<file path="config.mk">
export PLATFORM = sky130hd
export DESIGN_NAME = countdown_60x60
export DESIGN_NICKNAME = d
export VERILOG_FILES = /design/src/rtl/countdown_60x60.sv
export SDC_FILE = /design/constraint.sdc
export NUM_CORES = 1
export LEC_CHECK = 0
export CORE_MARGIN = 5
export CORE_UTILIZATION = 43
export CTS_CLUSTER_DIAMETER = 150
export DETAILED_ROUTE_END_ITERATION = 8
export GPL_TIMING_DRIVEN = 0
export PLACE_DENSITY = 0.72
export SLEW_MARGIN = 20
export SYNTH_ARGS = -nofsm -noshare
export SYNTH_HDL_FRONTEND = slang
export SYNTH_SLANG_ARGS = --single-unit
</file>
<file path="constraint.sdc">
create_clock -name CP -period 3.37 [get_ports CP]
set_clock_uncertainty 0.15 [all_clocks]
set_input_delay 1.011 -clock CP [delete_from_list [all_inputs] [get_ports CP]]
set_output_delay 1.011 -clock CP [all_outputs]
set_load 0.1 [all_outputs]
</file>
<file path="src/rtl/countdown_60x60.sv">
// mm:ss packed-BCD countdown timer with load/start/pause control and a timed DONE hold.
// Latency: every output is registered; it changes one CP cycle after the input that causes it.
// Backpressure: none. Pulse inputs are acted on in the cycle they are sampled. EN is a free-running strobe.
module countdown_60x60 #(
  parameter int DONE_TICKS = 5
) (
  input  logic       CP,
  input  logic       reset,
  input  logic       EN,
  input  logic       load,
  input  logic       start,
  input  logic       pause,
  input  logic [7:0] set_min,
  input  logic [7:0] set_sec,
  output logic [7:0] Cnt_min,
  output logic [7:0] Cnt_sec,
  output logic       running,
  output logic       done,
  output logic       load_err
);

  typedef enum logic [1:0] {
    IDLE  = 2'd0,
    RUN   = 2'd1,
    PAUSE = 2'd2,
    DONE  = 2'd3
  } state_t;

  state_t     state_q, state_d;
  logic [7:0] min_q, min_d;
  logic [7:0] sec_q, sec_d;
  logic [3:0] tick_q, tick_d;
  logic       err_q, err_d;

  // A packed BCD byte is valid when its tens digit is 0..5 and its ones digit is 0..9.
  function automatic logic bcd60_ok(input logic [7:0] v);
    return (v[7:4] <= 4'd5) && (v[3:0] <= 4'd9);
  endfunction

  // Decrement one packed BCD byte. The caller guarantees the byte is nonzero.
  // A zero ones digit borrows from the tens digit.
  function automatic logic [7:0] bcd_dec(input logic [7:0] v);
    if (v[3:0] != 4'd0) return {v[7:4], v[3:0] - 4'd1};
    else                return {v[7:4] - 4'd1, 4'd9};
  endfunction

  logic cnt_zero;
  assign cnt_zero = (min_q == 8'h00) && (sec_q == 8'h00);

  // Next-state logic. Per-cycle input priority is load > pause > start > EN.
  // A load cycle, valid or not, is not also used by the lower-priority inputs.
  always_comb begin
    state_d = state_q;
    min_d   = min_q;
    sec_d   = sec_q;
    tick_d  = tick_q;
    err_d   = 1'b0;
    if (load) begin
      if (bcd60_ok(set_min) && bcd60_ok(set_sec)) begin
        min_d   = set_min;
        sec_d   = set_sec;
        state_d = IDLE;
        tick_d  = 4'd0;
      end else begin
        err_d = 1'b1;
      end
    end else begin
      case (state_q)
        IDLE: begin
          if (start && !cnt_zero) state_d = RUN;
        end
        RUN: begin
          if (pause) begin
            state_d = PAUSE;
          end else if (EN && !cnt_zero) begin
            if (sec_q != 8'h00) begin
              sec_d = bcd_dec(sec_q);
            end else begin
              sec_d = 8'h59;
              min_d = bcd_dec(min_q);
            end
            // Only the step from 00:01 can reach 00:00.
            if (min_q == 8'h00 && sec_q == 8'h01) begin
              state_d = DONE;
              tick_d  = 4'd0;
            end
          end
        end
        PAUSE: begin
          if (start) state_d = RUN;
        end
        DONE: begin
          if (EN) begin
            if (tick_q + 4'd1 >= 4'(DONE_TICKS)) begin
              state_d = IDLE;
              tick_d  = 4'd0;
            end else begin
              tick_d = tick_q + 4'd1;
            end
          end
        end
        default: state_d = IDLE;
      endcase
    end
  end

  // State and count registers, with synchronous reset.
  always_ff @(posedge CP) begin
    if (reset) begin
      state_q <= IDLE;
      min_q   <= 8'h00;
      sec_q   <= 8'h00;
      tick_q  <= 4'd0;
      err_q   <= 1'b0;
    end else begin
      state_q <= state_d;
      min_q   <= min_d;
      sec_q   <= sec_d;
      tick_q  <= tick_d;
      err_q   <= err_d;
    end
  end

  assign Cnt_min  = min_q;
  assign Cnt_sec  = sec_q;
  assign running  = (state_q == RUN);
  assign done     = (state_q == DONE);
  assign load_err = err_q;

endmodule
</file>
==> After elaboration in Yosys (flattened, before gate mapping) <==
Index checks and enable logic that the tools add are counted.
{ "word_totals": {"reg_bits": 23, "in_bits": 22, "elab_cells": 93} }
{ "classes": {"add_sub_neg": 5, "order_cmp": 5, "eq_ne": 18, "muxes": 33, "bitwise_logic": 1, "reduce_logical": 24} }
{ "op_table": {"columns": ["cell", "n"], "rows": [
  ["8-bit two-way mux", 14],
  ["4-bit two-way mux", 7],
  ["2-bit two-way mux", 9],
  ["8-bit zero test", 2],
  ["4-bit by 1-bit subtractor with 4-bit output (second input constant)", 4],
  ["3-bit != test (second input constant)", 5],
  ["6-bit AND reduction", 2],
  ["5-bit AND reduction", 2],
  ["3-bit by 2-bit != test with 1-bit output (second input constant)", 3],
  ["8-bit by 1-bit == test with 1-bit output (second input constant)", 1],
  ["4-bit by 3-bit less-or-equal comparator with 1-bit output (second input constant)", 2],
  ["4-bit less-or-equal comparator (second input constant)", 2],
  ["4-bit by 3-bit != test with 1-bit output (second input constant)", 2],
  ["2-bit one-hot mux with 4 select lines", 1],
  ["4-bit one-hot mux with 2 select lines", 1],
  ["4-bit nonzero test", 2],
  ["8-bit nonzero test", 1],
  ["1-bit logical AND", 7],
  ["7-bit AND reduction", 1],
  ["2-bit != test (second input constant)", 3],
  ["4-bit by 1-bit adder with 4-bit output (second input constant)", 1],
  ["2-bit == test (second input constant)", 2],
  ["4-bit by 3-bit greater-or-equal comparator with 1-bit output (second input constant)", 1],
  ["4-bit AND reduction", 1],
  ["other kinds (9)", 10]
]} }

==> Logic depth before layout (Yosys ltp) <==
{ "depth": {"ltp_word": 8, "depth_mapped": 8} }

==> Least setup slack after synthesis <==
OpenSTA, ideal clock, no wires.
{ "synth_path": {"kind": "reg2reg", "from": "reg sec_q[0], in the netlist Cnt_sec[0]", "to": "reg sec_q[2], in the netlist Cnt_sec[2]", "setup_time_ns": 0.117, "arrival_ns": 2.740, "required_ns": 3.103, "setup_slack_ns": 0.362, "stages_incl_launch_ff": 9, "path_buffers": 1, "cell_sequence": "dfxtp_1 -> inv_1 -> ha_1 -> or3b_2 -> clkbuf_1 -> nor4_1 -> o21ai_1 -> o21ai_0 -> a32o_1"} }
{ "synth_between": {"elab_chain_len": 7, "elab_cells_between_ends": 15} }
{ "synth_rtl": {"columns": ["item", "line", "rtl"], "rows": [
  ["from (decl)", "31", "logic [7:0] sec_q, sec_d;"],
  ["from (signal assigned)", "112", "sec_q <= 8'h00;"],
  ["from (signal assigned)", "118", "sec_q <= sec_d;"],
  ["4-bit by 1-bit subtractor with 4-bit output / 4-bit nonzero test (equally long branches)", "43", "if (v[3:0] != 4'd0) return {v[7:4], v[3:0] - 4'd1};"],
  ["8-bit two-way mux", "43", null],
  ["8-bit two-way mux", "76", "if (sec_q != 8'h00) begin"],
  ["8-bit two-way mux", "75", "end else if (EN && !cnt_zero) begin"],
  ["8-bit two-way mux", "73", "if (pause) begin"],
  ["8-bit two-way mux", "68", "case (state_q)"],
  ["8-bit two-way mux", "58", "if (load) begin"]
]} }
Parallel ways exist; a longest one is shown, timed or not. The select of a mux whose other input is x is not followed.
A chain may end at the register's enable or synchronous reset.

==> Final worst setup path <==
{ "layout_path": {"from": "in load", "to": "reg min_q[1], in the netlist Cnt_min[1]"} }
{ "layout_between": {"elab_chain_len": 2, "elab_cells_between_ends": 7} }
{ "layout_rtl": {"columns": ["item", "line", "rtl"], "rows": [
  ["from (decl)", "10", "input logic load,"],
  ["2-bit != test (no source line), or another cell as far along", null, null],
  ["5-bit AND reduction (no source line)", null, null],
  ["to (signal assigned)", "117", "min_q <= min_d;"],
  ["to (decl)", "30", "logic [7:0] min_q, min_d;"]
]} }
Parallel ways exist; a longest one is shown, timed or not.

==> flow_summary.ini <==
[clock_tree]
cts_buffer_depth = 2
root_buffer = clkbuf_8
post_cts_buffers = 0
cts-hold-fix-buffers = 0
tritoncts = done
numCtsBuffers = 3
cts.sinks = 23
cts_resized = 0
h-tree-depth = 1
insertion_delay_ns = 0.26
clk_pin_slew_ns = 0.08

[sta]
finalSetupViolations = 0
rsz0062_at_grt = no
fmax_ghz = 0.3071
tightestPinTransition_ns = 0.9691
period_share = 0.9663
finalHoldViolCount = 0
min_period_ns = 3.257
relSlewSlack = 0.3519
totalNegativeSetupSlack_ns = 0
holdWs_ns = 0.3393
report.final.slew_viol_count = 0

[cells_and_area]
drive_gt1_frac = 0.09053
synthToLayoutAreaGrowth_pct = 31.42
final_area_sq_um = 2125
nets = 273
final_cells = 291
diodes = 0

[logic_synthesis]
synth-seq-cells = 23
ys_top_cells_by_count = dfxtp_1 (23), nor2_1 (17), nor3_1 (14), inv_1 (13)
syn_nets = 228
async_flop_share = 0
yosys.area.top_type = dfxtp_1
ys_types = 54
yosysSeqAreaShare = 0.2848
avgSynthCellArea_sq_um = 8.123
syn_area_sq_um = 1617
ys_warn_count = 0
synth_edf_count = 0
yosysMostFrequentCell = dfxtp_1
post-synth-top-area-fraction = 0.2848
yosys-top-cells-area = dfxtp_1 (28%), ha_1 (5.4%), a211oi_1 (5.1%)
syn_inst = 199
yosys_most_used_dff = dfxtp_1

[placement]
dpl_cell_area_sq_um = 2077
place_congestion = 0.8254
dp_hpwl_um = 3307
io_buffer_count = 40
dpl.cell_count = 287

[detailed_routing]
drt-initial-drc-count = 104
dr.pass1.iters = 4
viasPerCell = 5.643
final_antenna_net_count = 0
wire_per_inst_um = 14.60
vias = 1642
route.detailed.drc = 0
routed_wl_um = 4249

[hold_path]
worstHoldPathType = flop to flop

[critical_path]
slowest_delay_ns = 0.59
worstSetupPathType = input port to flop
cp-start-kind = input port
crit_fanout = 5
critPathRequiredTime_ns = 3.42
cpMaxStageDelayCell = or4b_4
cp_data_arrival_time_ns = 3.31
crit_path_cell_trace = clkdlybuf4s50_1 -> or4b_4 -> nor4_4 -> a21oi_2 -> or4_1 -> a21oi_1
end_kind = flop

[global_routing]
grt_pass1_wl_um = 7396
grt_pass1_vias = 1590
grt-ovfl-total = 0
grt_use_total = 0.1760
antenna_found_initial = 0
grt_max_degree = 13

[floorplan]
die-area_sq_um = 5086
die_x_um = 71.32
coreArea_sq_um = 3661
ios = 41
start_util = 0.4416
die_height_um = 71.32
rows = 22

[power]
power_density_nw_per_um2 = 310.8
p_total_uw = 660.4
peakVddDrop_v = 0.0001644
leakagePower_uw = 0.0007228

[status]
status = completed

[flow_run]
maxCapViolCount = 0
## placed cells by master (no fill, tap or decap), drive strengths merged, types with 5 or more instances in the layout
cell type / Yosys / final
nor3: 14 / 14
clkbuf: 7 / 11
a211oi: 11 / 11
clkdlybuf4s50: 0 / 40
ha: 7 / 7
a21oi: 12 / 12
o21ai: 9 / 9
mux2i: 5 / 5
nand2: 11 / 11
nand3: 6 / 6
inv: 13 / 13
nor2: 17 / 17
dfxtp: 23 / 23
## power by group
group / switching, uW / leakage (uW) / internal, uW
combinational: 121 / 0.000514 / 74.9
sequential: 8.58 / 0.000186 / 278
clock: 92.8 / 0.0000228 / 84.5
total: 223 / 0.000723 / 438
## flip-flops by register name (all words and copies together), names as in the netlist
register  count
Cnt_min       8
Cnt_sec       8
load_err      1
state_q       2
tick_q        4
## critical path, delay by kind of cell
family	cells	cell delay, ns
and+or+nand+nor	3	1.50
buffers and inverters	1	0.51
AOI/OAI and AO/OA	2	0.29
## kinds of logic after synthesis
| family | synth area share |
|---|---|
| AND/OR/NAND/NOR | 0.2725 |
| AO/OA/AOI/OAI | 0.2694 |
| buffers and inverters | 0.05960 |
| flip-flops | 0.2848 |
| adder cells (fa/ha/maj) | 0.05418 |
| multiplexers | 0.03793 |
| XOR/XNOR | 0.02168 |
## stage by stage
stage	util	setup slack [ns]
after floorplan	-	0.3622
after global placement	0.5673	-0.1338
after detailed placement	0.5673	-0.1420
after CTS	0.5796	0.1432
after global routing	0.5803	0.02595
final	0.5803	0.1134
## final cells by class
class / instances / area [sq um]
multi-input cells: 153 / 1061
plain buffers: 10 / 48.80
fillers: 355 / 1536
inverters: 13 / 48.80
well taps: 48 / 60.06
repair buffers: 40 / 400.4
flip-flops and latches: 23 / 460.4
clock buffers: 4 / 45.04
## layer usage
metal	track usage	wire length [um]
met3	0.02384	197
met5	0	0
met4	0.06263	72
met1	0.2464	2084
met2	0.2755	1894
## path summary, 6_finish.rpt
kind                                 from                      end  slack [ns]  depth (start not counted)
setup / recovery                     load  Cnt_min[1]$_SDFFE_PP0P_        0.11                          6
hold / removal     tick_q[3]$_SDFFE_PP0P_   tick_q[3]$_SDFFE_PP0P_        0.34                          1
setup reg to reg  Cnt_sec[0]$_SDFFE_PP0P_  Cnt_min[1]$_SDFFE_PP0P_        0.60                          8
hold reg to reg    tick_q[3]$_SDFFE_PP0P_   tick_q[3]$_SDFFE_PP0P_        0.34                          1
Power figures use the tool's default switching activity.
